## config.mk

```make
export PLATFORM = sky130hd
export DESIGN_NAME = sha256_arbiter
export DESIGN_NICKNAME = d
export VERILOG_FILES = /design/src/rtl/sha_arb_pkg.sv /design/src/rtl/sha_tag_fifo.sv /design/src/rtl/sha256_arbiter.sv
export SDC_FILE = /design/constraint.sdc
export NUM_CORES = 1
export LEC_CHECK = 0
export ABC_AREA = 1
export CAP_MARGIN = 15
export CORE_AREA = 5 5 355 357
export CTS_CLUSTER_DIAMETER = 30
export DETAILED_ROUTE_END_ITERATION = 8
export DIE_AREA = 0 0 360 362
export PLACE_DENSITY_LB_ADDON = 0.05
export SYNTH_ARGS = -nofsm -noshare
export SYNTH_HDL_FRONTEND = slang
export SYNTH_HIERARCHICAL = 1
export SYNTH_SLANG_ARGS = --single-unit
export TNS_END_PERCENT = 100
```

## constraint.sdc

```tcl
create_clock -name clk -period 14.38 [get_ports clk]
set_input_delay 1.438 -clock clk [delete_from_list [all_inputs] [get_ports clk]]
set_output_delay 1.438 -clock clk [all_outputs]
set_load 0.05 [all_outputs]
```

## src/rtl/sha_arb_pkg.sv

```systemverilog
// Shared types and widths for the sha256 requester arbiter.
package sha_arb_pkg;

  localparam int unsigned SHA256_LEN_W = 61;
  localparam int unsigned SHA256_W     = 256;
  localparam int unsigned TID_W        = 32;

  typedef enum logic [0:0] {
    IDLE,
    STREAM
  } arb_state_t;

endpackage

```

## src/rtl/sha_tag_fifo.sv

```systemverilog
// In-order tag FIFO with first-word fall-through head; records which requester owns each
// message in flight so core results can be routed back.
module sha_tag_fifo #(
  parameter int unsigned W     = 2,
  parameter int unsigned DEPTH = 4
) (
  input  logic         clk,
  input  logic         rst,
  input  logic         push,
  input  logic [W-1:0] din,
  input  logic         pop,
  output logic [W-1:0] dout,
  output logic         full,
  output logic         empty
);

  localparam int unsigned AW = $clog2(DEPTH);

  logic [AW:0]  wr_q, rd_q;
  logic [W-1:0] mem_q [DEPTH];
  logic         do_push, do_pop;

  // Extra pointer bit distinguishes full from empty.
  assign empty   = (wr_q == rd_q);
  assign full    = (wr_q[AW] != rd_q[AW]) && (wr_q[AW-1:0] == rd_q[AW-1:0]);
  assign do_pop  = pop & ~empty;
  assign do_push = push & (~full | do_pop);
  assign dout    = mem_q[rd_q[AW-1:0]];

  always_ff @(posedge clk or posedge rst) begin
    if (rst) begin
      wr_q <= '0;
      rd_q <= '0;
    end else begin
      if (do_push) wr_q <= wr_q + 1'b1;
      if (do_pop)  rd_q <= rd_q + 1'b1;
    end
  end

  always_ff @(posedge clk) begin
    if (do_push) mem_q[wr_q[AW-1:0]] <= din;
  end

endmodule

```

## src/rtl/sha256_arbiter.sv

```systemverilog
// Round-robin, message-granular sharing of one sha256 core between N byte-stream
// requesters, with in-order routing of core results back to their requester.
module sha256_arbiter
  import sha_arb_pkg::*;
#(
  parameter int unsigned N     = 4,
  parameter int unsigned DEPTH = 4
) (
  input  logic                    clk,
  input  logic                    rst,
  input  logic [N-1:0]            s_tvalid,
  output logic [N-1:0]            s_tready,
  input  logic [N-1:0]            s_tlast,
  input  logic [N*TID_W-1:0]      s_tid,
  input  logic [N*8-1:0]          s_tdata,
  output logic                    m_tvalid,
  input  logic                    m_tready,
  output logic                    m_tlast,
  output logic [TID_W-1:0]        m_tid,
  output logic [7:0]              m_tdata,
  input  logic                    c_ovalid,
  input  logic [TID_W-1:0]        c_oid,
  input  logic [SHA256_LEN_W-1:0] c_olen,
  input  logic [SHA256_W-1:0]     c_osha,
  output logic [N-1:0]            r_ovalid,
  output logic [TID_W-1:0]        r_oid,
  output logic [SHA256_LEN_W-1:0] r_olen,
  output logic [SHA256_W-1:0]     r_osha,
  output logic                    err_orphan
);

  localparam int unsigned IW = $clog2(N);

  arb_state_t    state_q, state_d;
  logic [IW-1:0] grant_q, grant_d;
  logic [IW-1:0] ptr_q, ptr_d;
  logic [IW-1:0] pick, head;
  logic          fifo_push, fifo_pop, fifo_full, fifo_empty;

  // First valid requester at or after base, wrapping modulo N.
  function automatic logic [IW-1:0] rr_pick(input logic [N-1:0] req, input logic [IW-1:0] base);
    logic [IW-1:0] sel;
    int unsigned   idx;
    sel = base;
    for (int i = N - 1; i >= 0; i--) begin
      idx = (int'(base) + i) % N;
      if (req[idx]) sel = IW'(idx);
    end
    return sel;
  endfunction

  assign pick     = rr_pick(s_tvalid, ptr_q);
  assign fifo_pop = c_ovalid & ~fifo_empty;

  always_comb begin
    state_d   = state_q;
    grant_d   = grant_q;
    ptr_d     = ptr_q;
    fifo_push = 1'b0;
    m_tvalid  = 1'b0;
    m_tlast   = 1'b0;
    m_tid     = '0;
    m_tdata   = '0;
    s_tready  = '0;
    case (state_q)
      IDLE: begin
        // A same-cycle pop frees a slot, so a full FIFO does not block the grant then.
        if (|s_tvalid && (!fifo_full || fifo_pop)) begin
          state_d   = STREAM;
          grant_d   = pick;
          fifo_push = 1'b1;
        end
      end
      STREAM: begin
        m_tvalid          = s_tvalid[grant_q];
        m_tlast           = s_tlast[grant_q];
        m_tid             = s_tid[int'(grant_q)*TID_W +: TID_W];
        m_tdata           = s_tdata[int'(grant_q)*8 +: 8];
        s_tready[grant_q] = m_tready;
        if (s_tvalid[grant_q] && m_tready && s_tlast[grant_q]) begin
          state_d = IDLE;
          ptr_d   = (grant_q == IW'(N - 1)) ? '0 : grant_q + 1'b1;
        end
      end
      default: state_d = IDLE;
    endcase
  end

  always_ff @(posedge clk or posedge rst) begin
    if (rst) begin
      state_q <= IDLE;
      grant_q <= '0;
      ptr_q   <= '0;
    end else begin
      state_q <= state_d;
      grant_q <= grant_d;
      ptr_q   <= ptr_d;
    end
  end

  always_ff @(posedge clk or posedge rst) begin
    if (rst) begin
      r_ovalid   <= '0;
      r_oid      <= '0;
      r_olen     <= '0;
      r_osha     <= '0;
      err_orphan <= 1'b0;
    end else begin
      r_ovalid <= '0;
      if (fifo_pop) begin
        r_ovalid[head] <= 1'b1;
        r_oid          <= c_oid;
        r_olen         <= c_olen;
        r_osha         <= c_osha;
      end
      if (c_ovalid && fifo_empty) err_orphan <= 1'b1;
    end
  end

  sha_tag_fifo #(
    .W     (IW),
    .DEPTH (DEPTH)
  ) u_tag_fifo (
    .clk   (clk),
    .rst   (rst),
    .push  (fifo_push),
    .din   (grant_d),
    .pop   (fifo_pop),
    .dout  (head),
    .full  (fifo_full),
    .empty (fifo_empty)
  );

endmodule

```

* After elaboration in Yosys (flattened, before gate mapping) *
Memories as Yosys holds them, arrays and structs flattened.
Index checks and enable logic that the tools add are counted.

storage, ports and cells
  memories kept = 1
  logic and storage cells = 85
  output and inout port bits = 400
  register bits after elaboration = 365
  memory bits (writable) = 8
  input port bits = 521

operators by class
  reduce and logical (&&, ||, !) cells = 11
  mux-type cells = 35
  shift-type cells = 2
  equal/unequal tests = 4
  bitwise operators = 8
  add/subtract/negate cells = 6
  $lt $le $gt $ge = 8

memory list
  name              depth  width  rd ports  clocked after memory_dff  wr ports  line                text
  u_tag_fifo.mem_q  4      2      1         0                         1         sha_tag_fifo.sv:20  logic [W-1:0] mem_q [DEPTH];

operators by type and width
  cell                                                                                  count
  128-bit by 8-bit indexed part select with 32-bit output                               1
  32-bit two-way mux                                                                    1
  32-bit by 6-bit indexed part select with 8-bit output                                 1
  2-bit by 3-bit less-than comparator with 1-bit output (second input constant)         6
  1-bit two-way mux                                                                     15
  2-bit two-way mux                                                                     7
  1-bit binary-select mux with 2-bit select                                             6
  4-bit two-way mux                                                                     2
  8-bit two-way mux                                                                     1
  1-bit logical AND                                                                     7
  3-bit by 1-bit adder with 3-bit output (second input constant)                        2
  2-bit by 1-bit adder with 2-bit output (second input constant)                        2
  2-bit adder (second input constant)                                                   2
  4-bit bitwise AND                                                                     1
  1-bit demux with 2-bit select                                                         2
  2-bit by 1-bit greater-or-equal comparator with 1-bit output (second input constant)  2
  4-bit OR reduction                                                                    1
  1-bit bitwise AND                                                                     3
  3-bit equality test                                                                   1
  1-bit inverter                                                                        3
  2-bit equality test                                                                   1
  2-bit equality test (second input constant)                                           1
  1-bit one-hot mux with 2 select lines                                                 1
  2-bit AND reduction                                                                   1
  4 further kinds                                                                       4

* Depth between registers and ports, before layout *
Gate-level depths: netlist (run 1).

  word-level depth = 10
  mapped depth = 15
  gate-level depth less buffers = 15

* By module *
Netlist (run 1), hierarchy kept.

by module, submodules not included
  module          sequential area each (um2)  instances  cells each  area each (um2)
  sha256_arbiter  8983.6                      1          1907        15140.8
  sha_tag_fifo    390.4                       1          80          765.7

* Worst setup path before layout (run 1) *
Ideal clock, no wire load.

  kind = input port to output port
  start point = input port s_tid[20]
  end point = output port m_tid[20]
  required time = 12.942 ns
  buffers on the path = 0
  stages = 4
  path slack = 10.550 ns
  data arrival time = 2.392 ns
  cells stage by stage = nor2_1 nor2_1 o21ai_1 a21oi_1

on the way
  cells in the longest elaborated chain, start to end = 2

ends and longest elaborated chain
  what                                                     line                  text
  start: declaration                                       sha256_arbiter.sv:14  input logic [N*TID_W-1:0] s_tid,
  128-bit by 8-bit indexed part select with 32-bit output  sha256_arbiter.sv:77  m_tid = s_tid[int'(grant_q)*TID_W +: TID_W];
  32-bit two-way mux                                       sha256_arbiter.sv:65  case (state_q)
  end: declaration                                         sha256_arbiter.sv:19  output logic [TID_W-1:0] m_tid,

No other way between the ends.

* Worst setup path after layout (run 1) *
  start point = register grant_q[0]
  end point = output port m_tlast

on the way
  cells in the longest elaborated chain, start to end = 3

ends and longest elaborated chain
  what                                       line                  text
  start: declaration                         sha256_arbiter.sv:35  logic [IW-1:0] grant_q, grant_d;
  start signal: assignment                   sha256_arbiter.sv:96  grant_q <= grant_d;
  1-bit binary-select mux with 2-bit select  sha256_arbiter.sv:76  m_tlast = s_tlast[grant_q];
  1-bit two-way mux (implied by the code)    sha256_arbiter.sv:76
  1-bit two-way mux                          sha256_arbiter.sv:65
  end: declaration                           sha256_arbiter.sv:18  output logic m_tlast,

No other way between the ends. The select of a mux whose other input is x is not followed.

==> results.cfg, run 1 <==
[synth]
synth.distinct_cells = 28
synth_top_family_by_area = simple AND/OR/NAND/NOR gates
yosysSeqAreaShare = 0.589
synth_top_flop_cell = dfrtp_1
synth_edf_count = 8
avgSynthCellArea_um2 = 8.01
synthAdderAreaFrac = 0.00708
ys_warn_count = 6
synthXorXnorAreaFrac = 0.00212
syn-cell-area_mm2 = 0.0159
synth_compound_area_frac = 0.0436
yosys.area_share.simple = 0.316
synth_cells = 1987
synthMuxAreaShare = 0
syn_nets = 2517
ys_seq_elements = 373
synthArstFlopShare = 0.979

[hold_path]
hold_start = r_osha[21]$_DFFE_PP0P_
hold_class = reg2reg

[floorplanning]
rows = 129
dieHeight_um = 362
die_area_mm2 = 0.130
die-width_um = 360
start_util = 0.130
ios = 921
core_region_area_mm2 = 0.123

[worst_setup_path]
crit_path_cell_trace = buf_4 -> inv_2 -> buf_4 -> nand2_1 -> nand3_1 -> nand2_1 -> nor2_2 -> clkdlybuf4s50_1
cpMaxStageDelayCell = clkdlybuf4s50_1
slowest_delay_ns = 0.91
crit_path_end_kind = primary output
worstPathArrival_ns = 3.79
crit_type = reg2out
worstSetupStartpoint = grant_q[0]$_DFF_PP0_
start_kind = register
critPathBufInv = 4
crit_fanout = 90
critical_path.top_delay_family = buffers and inverters
required_ns = 12.94
worstReg2RegStart = u_tag_fifo/rd_q[1]$_DFFE_PP0P_

[sta]
setup_viol = 0
drv_slew = 0
fin_tns_setup_ns = 0
skew_ns = 0.0471
rsz0062_at_grt = false
period_share = 0.364
final.min_clock_period_ns = 5.23
finalHoldViolCount = 0
maxSlewHeadroom = 0.246
worst_pin_slew_ns = 1.13
max_freq_mhz = 191

[clock_network]
clk_path_buf_depth = 3
clock_sinks = 373
root_buffer = clkbuf_16
htreeDepth = 4
cts-resized-gates = 0
path_clk_slew_ns = 0.03
cts-hold-fix-buffers = 0
cts_setup_buffers = 0
cts_inserted_buffers = 147
insertion_delay_ns = 0.74
cts_tree = done

[drt]
wl_met3_um = 10500
routedWlPerCell_um = 19.4
met2_length_um = 45700
wl_um = 91600
highest_layer = met5
vias = 16900
vias_per_cell = 3.57
drc = 0
m1WireLength_um = 31900
drt_iter0_markers = 769
drt_pass1_iterations = 6
ant_nets = 0

[job]
cap_violations = 0

[final_layout]
drive_gt1_frac = 0.0821
nNetsFinal = 3490
layout_common_cells = nand2_1, clkdlybuf4s50_1, dfrtp_1
final_cells = 4724
area_delta_synth_final_pct = 99.3
final_common_cell = nand2_1

[outcome]
status = finished clean

[power_and_ir_drop]
p_total_mw = 9.71
vdd_drop_max_uv = 136
p_per_area_mw_per_mm2 = 306
leakage_nw = 14.6

[place]
dpl.hpwl_um = 67200
place.gp.congestion = 0.800
placed_cells = 4448
port_buffers = 920

[global_routing]
grt_pass1_vias = 18000
grt_usage = 0.135
grt_start_max_net_pins = 184
grt_pass1_wl_um = 129000
grt-ovfl-total = 0
antenna_found_initial = 38
## metrics by stage
step	hold WS (ns)	utilization	setup WS (ns)	cell area [um2]
5_1_grt	0.477	0.258	8.77	31700
2_1_floorplan	0.500	-	2.98	15900
3_3_place_gp	0.445	0.218	9.55	26800
3_5_place_dp	0.457	0.218	9.57	26800
6_report	0.462	0.258	9.15	31700
4_1_cts	0.467	0.258	8.93	31700
## area by class of cell
type,instances,area [um2]
flip-flops and latches,373,9380
clock inverters,36,554
well taps,1637,2050
fillers,13300,91000
inverters,39,161
multi-input cells,1466,5860
repair buffers,933,9330
clock buffers,223,4320
diodes,17,42.5
## power by group
part | switching, mW | internal, mW
sequential | 0.279 | 1.57
clock | 0.901 | 2.09
combinational | 3.44 | 1.43
## cell usage after synthesis (all sizes together), types with 5 or more instances
cell | instances | area, um2
dfrtp | 365 | 9130
nand2 | 1113 | 4190
edfxtp | 8 | 240
clkbuf | 51 | 191
buf | 58 | 330
inv | 37 | 139
nor3 | 5 | 25.0
o21ai | 91 | 455
a21oi | 42 | 210
ha | 9 | 113
nand3 | 18 | 95.1
nor2 | 180 | 696
## sequential cells by signal (all words and copies together), names as in the netlist
name              flops
ptr_q                 2
r_olen               61
state_q               1
u_tag_fifo/rd_q       3
u_tag_fifo/wr_q       3
r_oid                32
r_osha              256
u_tag_fifo/mem_q      8
r_ovalid              4
grant_q               2
err_orphan            1
## layer usage
metal  global-route usage  vias to the layer above
met3               0.0800                      202
met1                0.132                     7835
li1                     -                     8106
met4               0.0624                       34
met5                    0                        -
met2                0.232                      694
## worst register-to-register path, cell delays in order, from the launching register on
cell and delay, ns:
dfrtp_1 0.44, inv_1 0.14, nand2_1 0.06, nand2_1 0.15
nand3_2 0.18, inv_1 0.19, nor2_4 0.11, inv_8 0.42
buf_4 0.81, buf_4 1.03, nand2_1 0.21, nand2_1 0.10
## worst paths after layout
check | end | slack (ns) | depth (start not counted)
worst max-delay path | m_tlast | 9.15 | 8
worst min-delay path | r_osha[21]$_DFFE_PP0P_ | 0.46 | 2
worst max register to register | r_osha[222]$_DFFE_PP0P_ | 10.52 | 11
worst min register to register | r_osha[21]$_DFFE_PP0P_ | 0.46 | 2
max in group asynchronous | r_osha[226]$_DFFE_PP0P_ | 10.64 | 4
min in group asynchronous | u_tag_fifo/wr_q[1]$_DFFE_PP0P_ | 1.14 | 2
## logic make-up after synthesis
family	Yosys count
AND/OR/NAND/NOR	1317
AO/OA/AOI/OAI	137
adder cells (fa/ha/maj)	9
buffers and inverters	148
flip-flops	373
XOR/XNOR	3
No activity file was read; power rests on OpenSTA's default activity.
==> inputs of run 2 (changes only) <==
==> constraint.sdc (replaced) <==
create_clock -name clk -period 4.69 [get_ports clk]
set_input_delay 0.469 -clock clk [delete_from_list [all_inputs] [get_ports clk]]
set_output_delay 0.469 -clock clk [all_outputs]
set_load 0.05 [all_outputs]
==> run 2 against run 1 <==
Sequential cell count did not move; highest routed layer unchanged; largest cell class is now buffers; worst setup slack worse by 8.2 ns; via count about the same; sequential power increased to 3.1 times the previous value; routed wire length up 0.45%; hold slack got worse by 0.35 ns; non-clock buffer count rose by 3; die area is the same; critical path depth decreased by 3; first-iteration DRC count rose by 3.1%; sequential share of layout area shrank 0.19 points; clock-buffer cell count rose by 12.
==> results.cfg, run 2 (synthesis gave the netlist of run 1 again) <==
[clock_network]
clk_path_buf_depth = 3
cts-resized-gates = 0
root_buffer = clkbuf_16
path_clk_slew_ns = 0.04
clock_sinks = 373
cts_inserted_buffers = 152
htreeDepth = 4
cts_tree = done
cts-hold-fix-buffers = 0
cts_setup_buffers = 0
insertion_delay_ns = 0.74

[worst_setup_path]
start_kind = register
crit_fanout = 44
reg2reg_slack_ns = 1.65
rr_worst_depth = 10
worstPathArrival_ns = 3.25
r2r_end = r_osha[226]$_DFFE_PP0P_
crit_type = reg2out
worstReg2RegStart = u_tag_fifo/rd_q[1]$_DFFE_PP0P_
crit_path_end_kind = primary output
required_ns = 4.22

[final_layout]
final_cells = 4738
stdcell_area_mm2 = 0.0319
reg.largest.list = r_osha: 256 flops, r_olen: 61 flops, r_oid: 32 flops
top_register = r_osha
final_common_cell = nand2_1
multi_input_area_mm2 = 0.00586
n_fill_cell = 13200
largest_reg_flops = 256
layout_common_cells = nand2_1, clkdlybuf4s50_1, dfrtp_1
seq_area_mm2 = 0.00938
postLayoutCoreUtil = 0.260
area_delta_synth_final_pct = 101
drive_gt1_frac = 0.0869
nNetsFinal = 3498

[power_and_ir_drop]
vdd_drop_max_uv = 394
p_per_area_mw_per_mm2 = 940
p_total_mw = 30.0
leakage_nw = 14.7

[floorplanning]
rows = 129
die-width_um = 360
start_util = 0.130
die_area_mm2 = 0.130
ios = 921
dieHeight_um = 362
core_region_area_mm2 = 0.123

[sta]
worst_pin_slew_ns = 1.11
period_share = 0.793
drv_slew = 0
rsz0062_at_grt = false
finalHoldViolCount = 0
hold_slack_ns = 0.114
setup_viol = 0
final.min_clock_period_ns = 3.72
fin_ws_ns = 0.969
skew_ns = 0.0569
max_freq_mhz = 269
fin_tns_setup_ns = 0
maxSlewHeadroom = 0.261

[place]
placed_cells = 4451
place_area_mm2 = 0.0268
place_ws_ns = 1.53
dpl.hpwl_um = 67500
port_buffers = 920
place.gp.congestion = 0.796

[drt]
vias = 16900
drt_iter0_markers = 793
drt_pass1_iterations = 4
wl_um = 92000
routedWlPerCell_um = 19.4
vias_per_cell = 3.56
drc = 0
ant_nets = 0

[global_routing]
grt_usage = 0.136
grt_pass1_wl_um = 130000
grt-ovfl-total = 0
grt_pass1_vias = 17900
antenna_found_initial = 30
grt_start_max_net_pins = 161

[job]
cap_violations = 0

[outcome]
status = finished clean

[hold_path]
hold_class = in2async
==> run 2: changes by cell type in the layout (fill, tap and decap cells not counted), sizes merged <==
| cell | change |
|---|---|
| buf | +3 |
| bufinv | -2 |
| clkbuf | +12 |
| clkinv | -2 |
| clkinvlp | +1 |
| diode | -1 |
| inv | +3 |
==> run 2: critical path, stage by stage (launching register included) <==
cell and delay (ns):
dfrtp_2 0.40, inv_2 0.58, buf_4 0.38, o21ai_1 0.11
a21oi_1 0.15, clkdlybuf4s50_1 0.92
==> run 2: how the worst max path moves through the flow <==
stage	from	slack (ns)	cells after the start	endpoint
floorplan	rst	-0.59	1	err_orphan$_DFFE_PP0P_
global placement	u_tag_fifo/wr_q[2]$_DFFE_PP0P_	1.56	11	r_osha[214]$_DFFE_PP0P_
detailed placement	u_tag_fifo/rd_q[1]$_DFFE_PP0P_	1.53	10	r_osha[226]$_DFFE_PP0P_
CTS	grant_q[0]$_DFF_PP0_	0.81	5	m_tid[15]
global route	grant_q[0]$_DFF_PP0_	0.65	6	m_tlast
finish	grant_q[0]$_DFF_PP0_	0.97	5	m_tid[11]
==> run 2: final cells by class <==
cell class | count | share of cell area
flip-flops and latches | 373 | 0.294
repair buffers | 936 | 0.295
clock buffers | 235 | 0.143
diodes | 16 | 0.00126
well taps | 1637 | 0.0642
clock inverters | 36 | 0.0137
inverters | 39 | 0.00494
multi-input cells | 1466 | 0.184
==> run 2: power by group <==
group / internal [mW] / switching, mW
Sequential: 4.81 / 0.863
Clock: 6.63 / 2.76
Combinational: 4.38 / 10.5
==> run 2: per-layer routing <==
layer	GRT usage	wire length [um]
met5	0	163
met4	0.0561	3130
met3	0.0731	9530
met2	0.235	45900
met1	0.139	33300
